`config.mk`:
```
export PLATFORM = sky130hd
export DESIGN_NAME = instr_fetch_stage
export DESIGN_NICKNAME = d
export VERILOG_FILES = /design/src/rtl/instr_fetch_stage.sv
export SDC_FILE = /design/constraint.sdc
export NUM_CORES = 1
export LEC_CHECK = 0
export CAP_MARGIN = 20
export CORE_UTILIZATION = 53
export CTS_BUF_LIST = sky130_fd_sc_hd__clkbuf_4 sky130_fd_sc_hd__clkbuf_8
export DETAILED_ROUTE_END_ITERATION = 16
export GPL_TIMING_DRIVEN = 0
export MAX_ROUTING_LAYER = met4
export PLACE_DENSITY = 0.94
export SLEW_MARGIN = 10
export SYNTH_ARGS = -nofsm -noshare
export SYNTH_HDL_FRONTEND = slang
export SYNTH_SLANG_ARGS = --single-unit
```
`constraint.sdc`:
```
create_clock -name Clock -period 2.4 [get_ports Clock]
set_input_delay 0.48 -clock Clock [delete_from_list [all_inputs] [get_ports Clock]]
set_output_delay 0.48 -clock Clock [all_outputs]
set_load 0.03 [all_outputs]
```
`src/rtl/instr_fetch_stage.sv`:
```
// instr_fetch_stage: PC/IR front end with a single outstanding imem read,
// a one-word skid buffer for stalls, and squash of in-flight words on redirect.
module instr_fetch_stage #(
    parameter int              INSTR_W  = 28,
    parameter int              PC_W     = 16,
    parameter logic [PC_W-1:0] RESET_PC = '0
) (
    input  logic               Clock,
    input  logic               reset,
    input  logic               stall,
    input  logic               redirect,
    input  logic [PC_W-1:0]    redirect_pc,
    output logic               imem_req,
    output logic [PC_W-1:0]    imem_addr,
    input  logic [INSTR_W-1:0] imem_rdata,
    input  logic               imem_valid,
    output logic [INSTR_W-1:0] instr_out,
    output logic [PC_W-1:0]    pc_out,
    output logic               instr_valid
);
    typedef enum logic [1:0] {S_IDLE, S_REQ, S_WAIT, S_HOLD} state_t;
    state_t             state;
    logic [PC_W-1:0]    pc;
    logic [PC_W-1:0]    pc_inc;
    logic [INSTR_W-1:0] skid;
    logic               squash;
    assign pc_inc = pc + 1'b1;
    always_ff @(posedge Clock) begin
        if (reset) begin
            state       <= S_IDLE;
            pc          <= RESET_PC;
            skid        <= '0;
            squash      <= 1'b0;
            imem_req    <= 1'b0;
            imem_addr   <= '0;
            instr_out   <= '0;
            pc_out      <= '0;
            instr_valid <= 1'b0;
        end else begin
            imem_req <= 1'b0;
            if (!stall) instr_valid <= 1'b0;
            if (redirect) begin
                pc          <= redirect_pc;
                instr_valid <= 1'b0;
                skid        <= '0;
                // A request issued this cycle, or one still in flight, must be drained before refetching
                if (state == S_REQ || (state == S_WAIT && !imem_valid)) begin
                    squash <= 1'b1;
                    state  <= S_WAIT;
                end else begin
                    squash    <= 1'b0;
                    state     <= S_REQ;
                    imem_req  <= 1'b1;
                    imem_addr <= redirect_pc;
                end
            end else begin
                case (state)
                    S_IDLE: begin
                        state     <= S_REQ;
                        imem_req  <= 1'b1;
                        imem_addr <= pc;
                    end
                    S_REQ: state <= S_WAIT;
                    S_WAIT: begin
                        if (imem_valid && squash) begin
                            squash    <= 1'b0;
                            state     <= S_REQ;
                            imem_req  <= 1'b1;
                            imem_addr <= pc;
                        end else if (imem_valid && !stall) begin
                            instr_out   <= imem_rdata;
                            pc_out      <= pc;
                            instr_valid <= 1'b1;
                            pc          <= pc_inc;
                            state       <= S_REQ;
                            imem_req    <= 1'b1;
                            imem_addr   <= pc_inc;
                        end else if (imem_valid) begin
                            skid  <= imem_rdata;
                            state <= S_HOLD;
                        end
                    end
                    S_HOLD: begin
                        if (!stall) begin
                            instr_out   <= skid;
                            pc_out      <= pc;
                            instr_valid <= 1'b1;
                            pc          <= pc_inc;
                            state       <= S_REQ;
                            imem_req    <= 1'b1;
                            imem_addr   <= pc_inc;
                        end
                    end
                    default: state <= S_IDLE;
                endcase
            end
        end
    end
endmodule
```
# Word-level counts from Yosys, hierarchy flattened
# Index checks and enable logic that the tools add are counted.
dict set report op_classes {
  add_sub_neg 1
  n_eq_ne 12
  muxes 39
  bitwise 3
  n_reduce_logical 19
}
# cell n
set op_table {}
lappend op_table {{$mux W16} 10}
lappend op_table {{$mux W28} 3}
lappend op_table {{$pmux W16 S2} 2}
lappend op_table {{$pmux W28 S2} 1}
lappend op_table {{$pmux W16 S3} 1}
lappend op_table {{$add A16 B1 Y16 const B} 1}
lappend op_table {{$mux W1} 13}
lappend op_table {{$mux W2} 6}
lappend op_table {{$reduce_and A4 Y1} 3}
lappend op_table {{$pmux W2 S4} 1}
lappend op_table {{$ne A2 B2 Y1 const B} 3}
lappend op_table {{$ne A3 B3 Y1 const B} 2}
lappend op_table {{$reduce_bool A2 Y1} 3}
lappend op_table {{$ne A5 B3 Y1 const B} 1}
lappend op_table {{$reduce_and A5 Y1} 1}
lappend op_table {{$eq A2 B2 Y1 const B} 2}
lappend op_table {{$ne A4 B2 Y1 const B} 1}
lappend op_table {{$reduce_and A2 Y1} 2}
lappend op_table {{$reduce_bool A4 Y1} 1}
lappend op_table {{$logic_and A1 B1 Y1} 3}
lappend op_table {{$ne A3 B2 Y1 const B} 1}
lappend op_table {{$not A1 Y1} 3}
lappend op_table {{$pmux W1 S3} 1}
lappend op_table {{$reduce_bool A3 Y1} 1}
lappend op_table {{7 further kinds} 8}
dict set report totals {
  ff_bits 109
  output_inout_bits 62
  wordCells 83
}

# Depth between registers and ports, before layout
dict set report logic_depth {
  ltp_word 6
  depth_mapped 8
}

# Least setup slack after synthesis
# Ideal clock, no wire load.
dict set report synth_timing {
  kind {reg-to-reg}
  start {register state[0]}
  end {register imem_addr[10]}
  setup_ps 91
  t_arrival_ps 1798
  slack_ps 511
  path_stages_with_launch 8
  n_path_buf 1
  path_cell_list {dfxtp_1 inv_1 ha_1 nor2b_1 nor3_1 buf_2 a211oi_1 a311oi_1}
}
dict set report synth_between {
  elab_chain_len 5
}
# item line
set synth_lines {}
lappend synth_lines {{start: declaration} 22} ;# state_t state;
lappend synth_lines {{start signal: assignment} 30} ;# state <= S_IDLE;
lappend synth_lines {{start signal: assignment} 49} ;# state <= S_WAIT;
lappend synth_lines {{start signal: assignment} 52} ;# state <= S_REQ;
lappend synth_lines {{$eq A2 B2 Y1} {47, 57}}
lappend synth_lines {{$logic_and A1 B1 Y1} 47} ;# if (state == S_REQ || (state == S_WAIT && !imem_valid)) begin
lappend synth_lines {{$logic_or A1 B1 Y1} 47}
lappend synth_lines {{$ne A2 B2 Y1 (no line)} n/a}
lappend synth_lines {{$reduce_and A4 Y1 (no line)} n/a}
lappend synth_lines {{end signal: assignment} 54} ;# imem_addr <= redirect_pc;
lappend synth_lines {{end signal: assignment} 61} ;# imem_addr <= pc;
lappend synth_lines {{end signal: assignment} 69} ;# imem_addr <= pc;
lappend synth_lines {{end: declaration} 14} ;# output logic [PC_W-1:0] imem_addr,
# Several ways; a longest one is shown, not always the timed one.
# A chain may end at the register's enable or synchronous reset.

# Final worst setup path
dict set report layout_timing {
  start {register state[0]}
  end {register instr_out[21]}
}
dict set report layout_between {
  elab_chain_len 3
}
# item line
set layout_lines {}
lappend layout_lines {{$eq A2 B2 Y1} 57} ;# case (state)
lappend layout_lines {{$ne A2 B1 Y1 (no line) (tied with other cells)} n/a}
lappend layout_lines {{$reduce_and A5 Y1 (no line)} n/a}
lappend layout_lines {{end signal: assignment} 71} ;# instr_out <= imem_rdata;
lappend layout_lines {{end signal: assignment} 85} ;# instr_out <= skid;
lappend layout_lines {{end: declaration} 17} ;# output logic [INSTR_W-1:0] instr_out,
# Several ways; a longest one is shown, not always the timed one.

==> run summary <==
In this run, distinct cell masters in the synthesized netlist total 52. After synthesis, the share of flip-flops with an asynchronous set or reset is 0. The slowest stage of the critical path is the buf_1 cell. The die covers 10,300 µm². On the worst path, the slowest cell contributes a delay of 0.60 ns.

On the critical path the largest part of the delay comes from buffers and inverters. The number of hold violations in the final report came out at 0. The total power per unit cell area came out at 594 nW/µm². The number of max-slew violations in the final report came to 0. TritonCTS built the clock tree. The y dimension of the die is 101 µm. After clock tree synthesis, the clock-pin slew on the worst setup and hold paths is 0.12 ns. The synthesized cell area came out at 5230 µm². The arrival time at the worst endpoint is 2.53 ns. The maximum clock rate is 0.445 GHz.

A synthesized cell averages 8.47 µm². The count of flip-flops with a built-in enable after synthesis is 0. The critical path contains buffers and inverters numbering 2 combined. The net switching power is 0.00131 W. The count of fill cells added during filler insertion is 713. The total I/O pin count is 111. Summing all multi-input logic gate instances after layout gives 2770 µm². The peak ir drop on the vdd network came out at 0.318 mV. The total global routing track utilization is 0.326.

The final standard cell count with taps included and fillers excluded is 869. The max-cap check violation count is 0. The number of levels the H-tree was split into came out at 3. The most used flip-flop cell after synthesis is dfxtp_1. The area growth from synthesis to layout is 28.1%. The start point of the worst min-delay path is skid[0]. In this run the critical register-to-register path is captured at instr_out[21]. The clock latency reported for the late side of the worst-skew pair came out at 0.38 ns. In this run the critical register-to-register path is launched from state[0].

The logic gate share of total power came out at 0.227. The number of iterations in the first detailed-routing pass is 6. The top cell types in the final layout, fill and taps aside, are 109 x dfxtp_1, 106 x clkdlybuf4s50_1, 66 x nand2_1. The count of input and output buffers is 106.

Along the worst path, the maximum fanout reaches 10. The path with the worst hold slack has its endpoint at skid[0]. CTS saw 109 sinks. Dividing the detail-routed wire length by the instance count gives 18.3 µm. The floorplan core area is 9420 µm².

The worst setup path is of the flip-flop to flip-flop kind. Traced cell by cell, the critical path runs through ha_1 -> buf_2 -> buf_1 -> mux2i_1 -> a211oi_1. The post-placement cell count is 853.

In this run the deepest clock path goes through 2 buffers. For flop-to-flop paths, the worst setup slack is 0.15 ns. The effective utilization at floorplan is 0.556. The share of total power in sequential cells came out at 0.493. The share of total power dissipated in the clock network is 0.281. The vias per cell is 6.19. The worst clock skew came out at 0.0149 ns.

The internal power consumption is 0.00268 W. The final routed DRC violation total came out at 0. Clock tree synthesis selected as its root buffer the cell clkbuf_8. The warning count from the yosys run is 0. The endpoint type of the worst setup path is a flip-flop. Setup repair after global routing could not meet its margin everywhere. The worst relative slew slack came out at 0.494. The total grt overflow is 0.

The number of antenna violations at the first check in global routing was 0. For this block, the routed nets add up to 15,900 µm of wire. The flop and latch count out of synthesis is 109. The worst slack after detailed placement came out at 0.0172 ns. The routability congestion estimate from global placement is 0.962. The power after layout came out at 0.00398 W.

The flow ran to the end, and the final reports show no timing, DRC or antenna violations. The number of DRC violations after detailed-routing iteration 0 came out at 527. Measured on the finished design, the core utilization comes to 0.712. The tightest min-delay check is of the flip-flop to flip-flop type. STA puts the critical path data required time at 2.68 ns.

The register area came out at 2180 µm². The count of nets left with antenna violations after detail routing came out at 0. The maximum number of pins on one net before global-route repair is 22. The net count of the mapped netlist came out at 671. The share of synthesized area occupied by flip-flops and latches came out at 0.417. In the final design database the tool counted 788 nets. The final critical-path required period came out at 2.25 ns. The slack of the critical path is 0.153 ns. The slew at the pin closest to its max-slew limit is 0.756 ns. The overall via count from detail_route came out at 5,375. The library cell used most frequently in the layout, excluding fill and tap cells, is dfxtp_1. The final number of setup-violating endpoints came out at 0. After clock tree synthesis, the setup repair step added 0 buffers. From left edge to right edge, the die measures 101 µm. The worst hold path passes through 2 cells. Detailed placement ended at an HPWL of 11,800 µm. The number of cells traversed by the worst register-to-register path is 5. The static leakage power is 2.12 nW. STA classifies the critical path startpoint as a flip-flop. Of the total power, the share spent switching nets is 0.328.

The gate count of the mapped netlist is 618. The portion of the clock cycle consumed by the worst path in the final layout came out at 0.936. Clock tree synthesis inserted a total of 9 buffers. The number of global-route vias before repair came out at 5,282.

The fraction of final layout cells sized beyond drive strength 1 came out at 0.0716. The total number of placement rows came out at 35. The number of antenna diodes in the final layout is 0. The wire length of the first global-routing pass came out at 25,300 µm.
## logic make-up after synthesis
group                      after synthesis  share of synthesized area
AOI/OAI and AO/OA                      193                      0.255
xor gates and xnor gates                 1                    0.00167
adders and majority gates                4                    0.00957
buffers and inverters                   81                     0.0619
DFF                                    109                      0.417
muxes                                   51                     0.0976
and+or+nand+nor                        179                      0.158
## final cells by class
cell class                      count  share of cell area
Clock inverter                      7              0.0108
Tap cell                          129              0.0241
Sequential cell                   109               0.326
Multi-Input combinational cell    428               0.413
Buffer                             60              0.0385
Inverter                           21              0.0118
Timing Repair Buffer              106               0.158
Clock buffer                        9              0.0185
## how the worst max path moves through the flow
stage / startpoint / end / slack (ns) / depth (start not counted)
CTS: pc[1] / pc[14] / 0.0007 / 6
detailed placement: pc[1] / pc[14] / 0.02 / 6
finish: state[0] / instr_out[21] / 0.15 / 5
global route: pc[1] / imem_addr[12] / -0.01 / 6
global placement: state[0] / imem_addr[5] / 0.05 / 8
floorplan: state[0] / imem_addr[10] / 0.51 / 7
## metrics by stage
step                setup TNS (ns)  cell area, µm²  hold slack [ns]
floorplan                        0            5230            0.436
global placement                 0            6450            0.441
detailed placement               0            6450            0.446
CTS                              0            6650            0.461
global route               -0.0156            6700            0.487
finish                           0            6700            0.466
## tightest hold or removal path: cells and delay by family, from the launching register on
kind            cells  cell delay (ns)
flops               1             0.33
simple gates        1             0.05
compound gates      1             0.05
## state kept, by name (all words and copies together) (netlist names)
register,flops
instr_out,28
skid,28
imem_addr,16
pc,16
pc_out,16
state,2
imem_req,1
instr_valid,1
squash,1
## synth_stat cells, types with 4 or more instances
library cell	instances	area, µm²
a2111oi_0	4	35.0
a211oi_1	61	458
a21oi_1	49	245
a221oi_1	4	35.0
a22oi_1	4	30.0
a311oi_1	22	193
buf_1	12	45.0
buf_2	15	75.1
clkbuf_1	32	120
dfxtp_1	109	2180
ha_1	4	50.1
inv_1	20	75.1
mux2i_1	51	510
nand2_1	66	248
nand3_1	12	60.1
nand4_1	6	37.5
nor2_1	60	225
nor3_1	6	30.0
nor4_1	6	37.5
o21a_1	6	45.0
o21ai_0	14	70.1
o22ai_1	9	56.3
o31ai_1	4	30.0
or4_1	4	30.0
## power groups by stage
| stage | Clock, W | Sequential, W | Combinational, W |
|---|---|---|---|
| 6_report | 0.00112 | 0.00196 | 0.000903 |
| 5_1_grt | 0.00118 | 0.00197 | 0.000961 |
| 4_1_cts | 0.00110 | 0.00196 | 0.000880 |
| 3_5_place_dp | 0 | 0.00200 | 0.000875 |
| 3_3_place_gp | 0 | 0.00200 | 0.000849 |
| 2_1_floorplan | 0 | 0.00211 | 0.000420 |
## what timing repair did
action                                  CTS  global route
endpoints found under the setup margin    2            49
pin swaps                                 0             0
hold buffers                              0             0
gates resized for setup                   1            18
## layer usage
| metal | global-route usage | vias up | share of wire |
|---|---|---|---|
| met5 | - | - | 0 |
| met4 | 0.138 | 0 | 0.026 |
| met3 | 0.0566 | 48 | 0.082 |
| met2 | 0.522 | 290 | 0.48 |
| met1 | 0.405 | 2526 | 0.41 |
| li1 | - | 2511 | - |
Power figures use the tool's default switching activity.
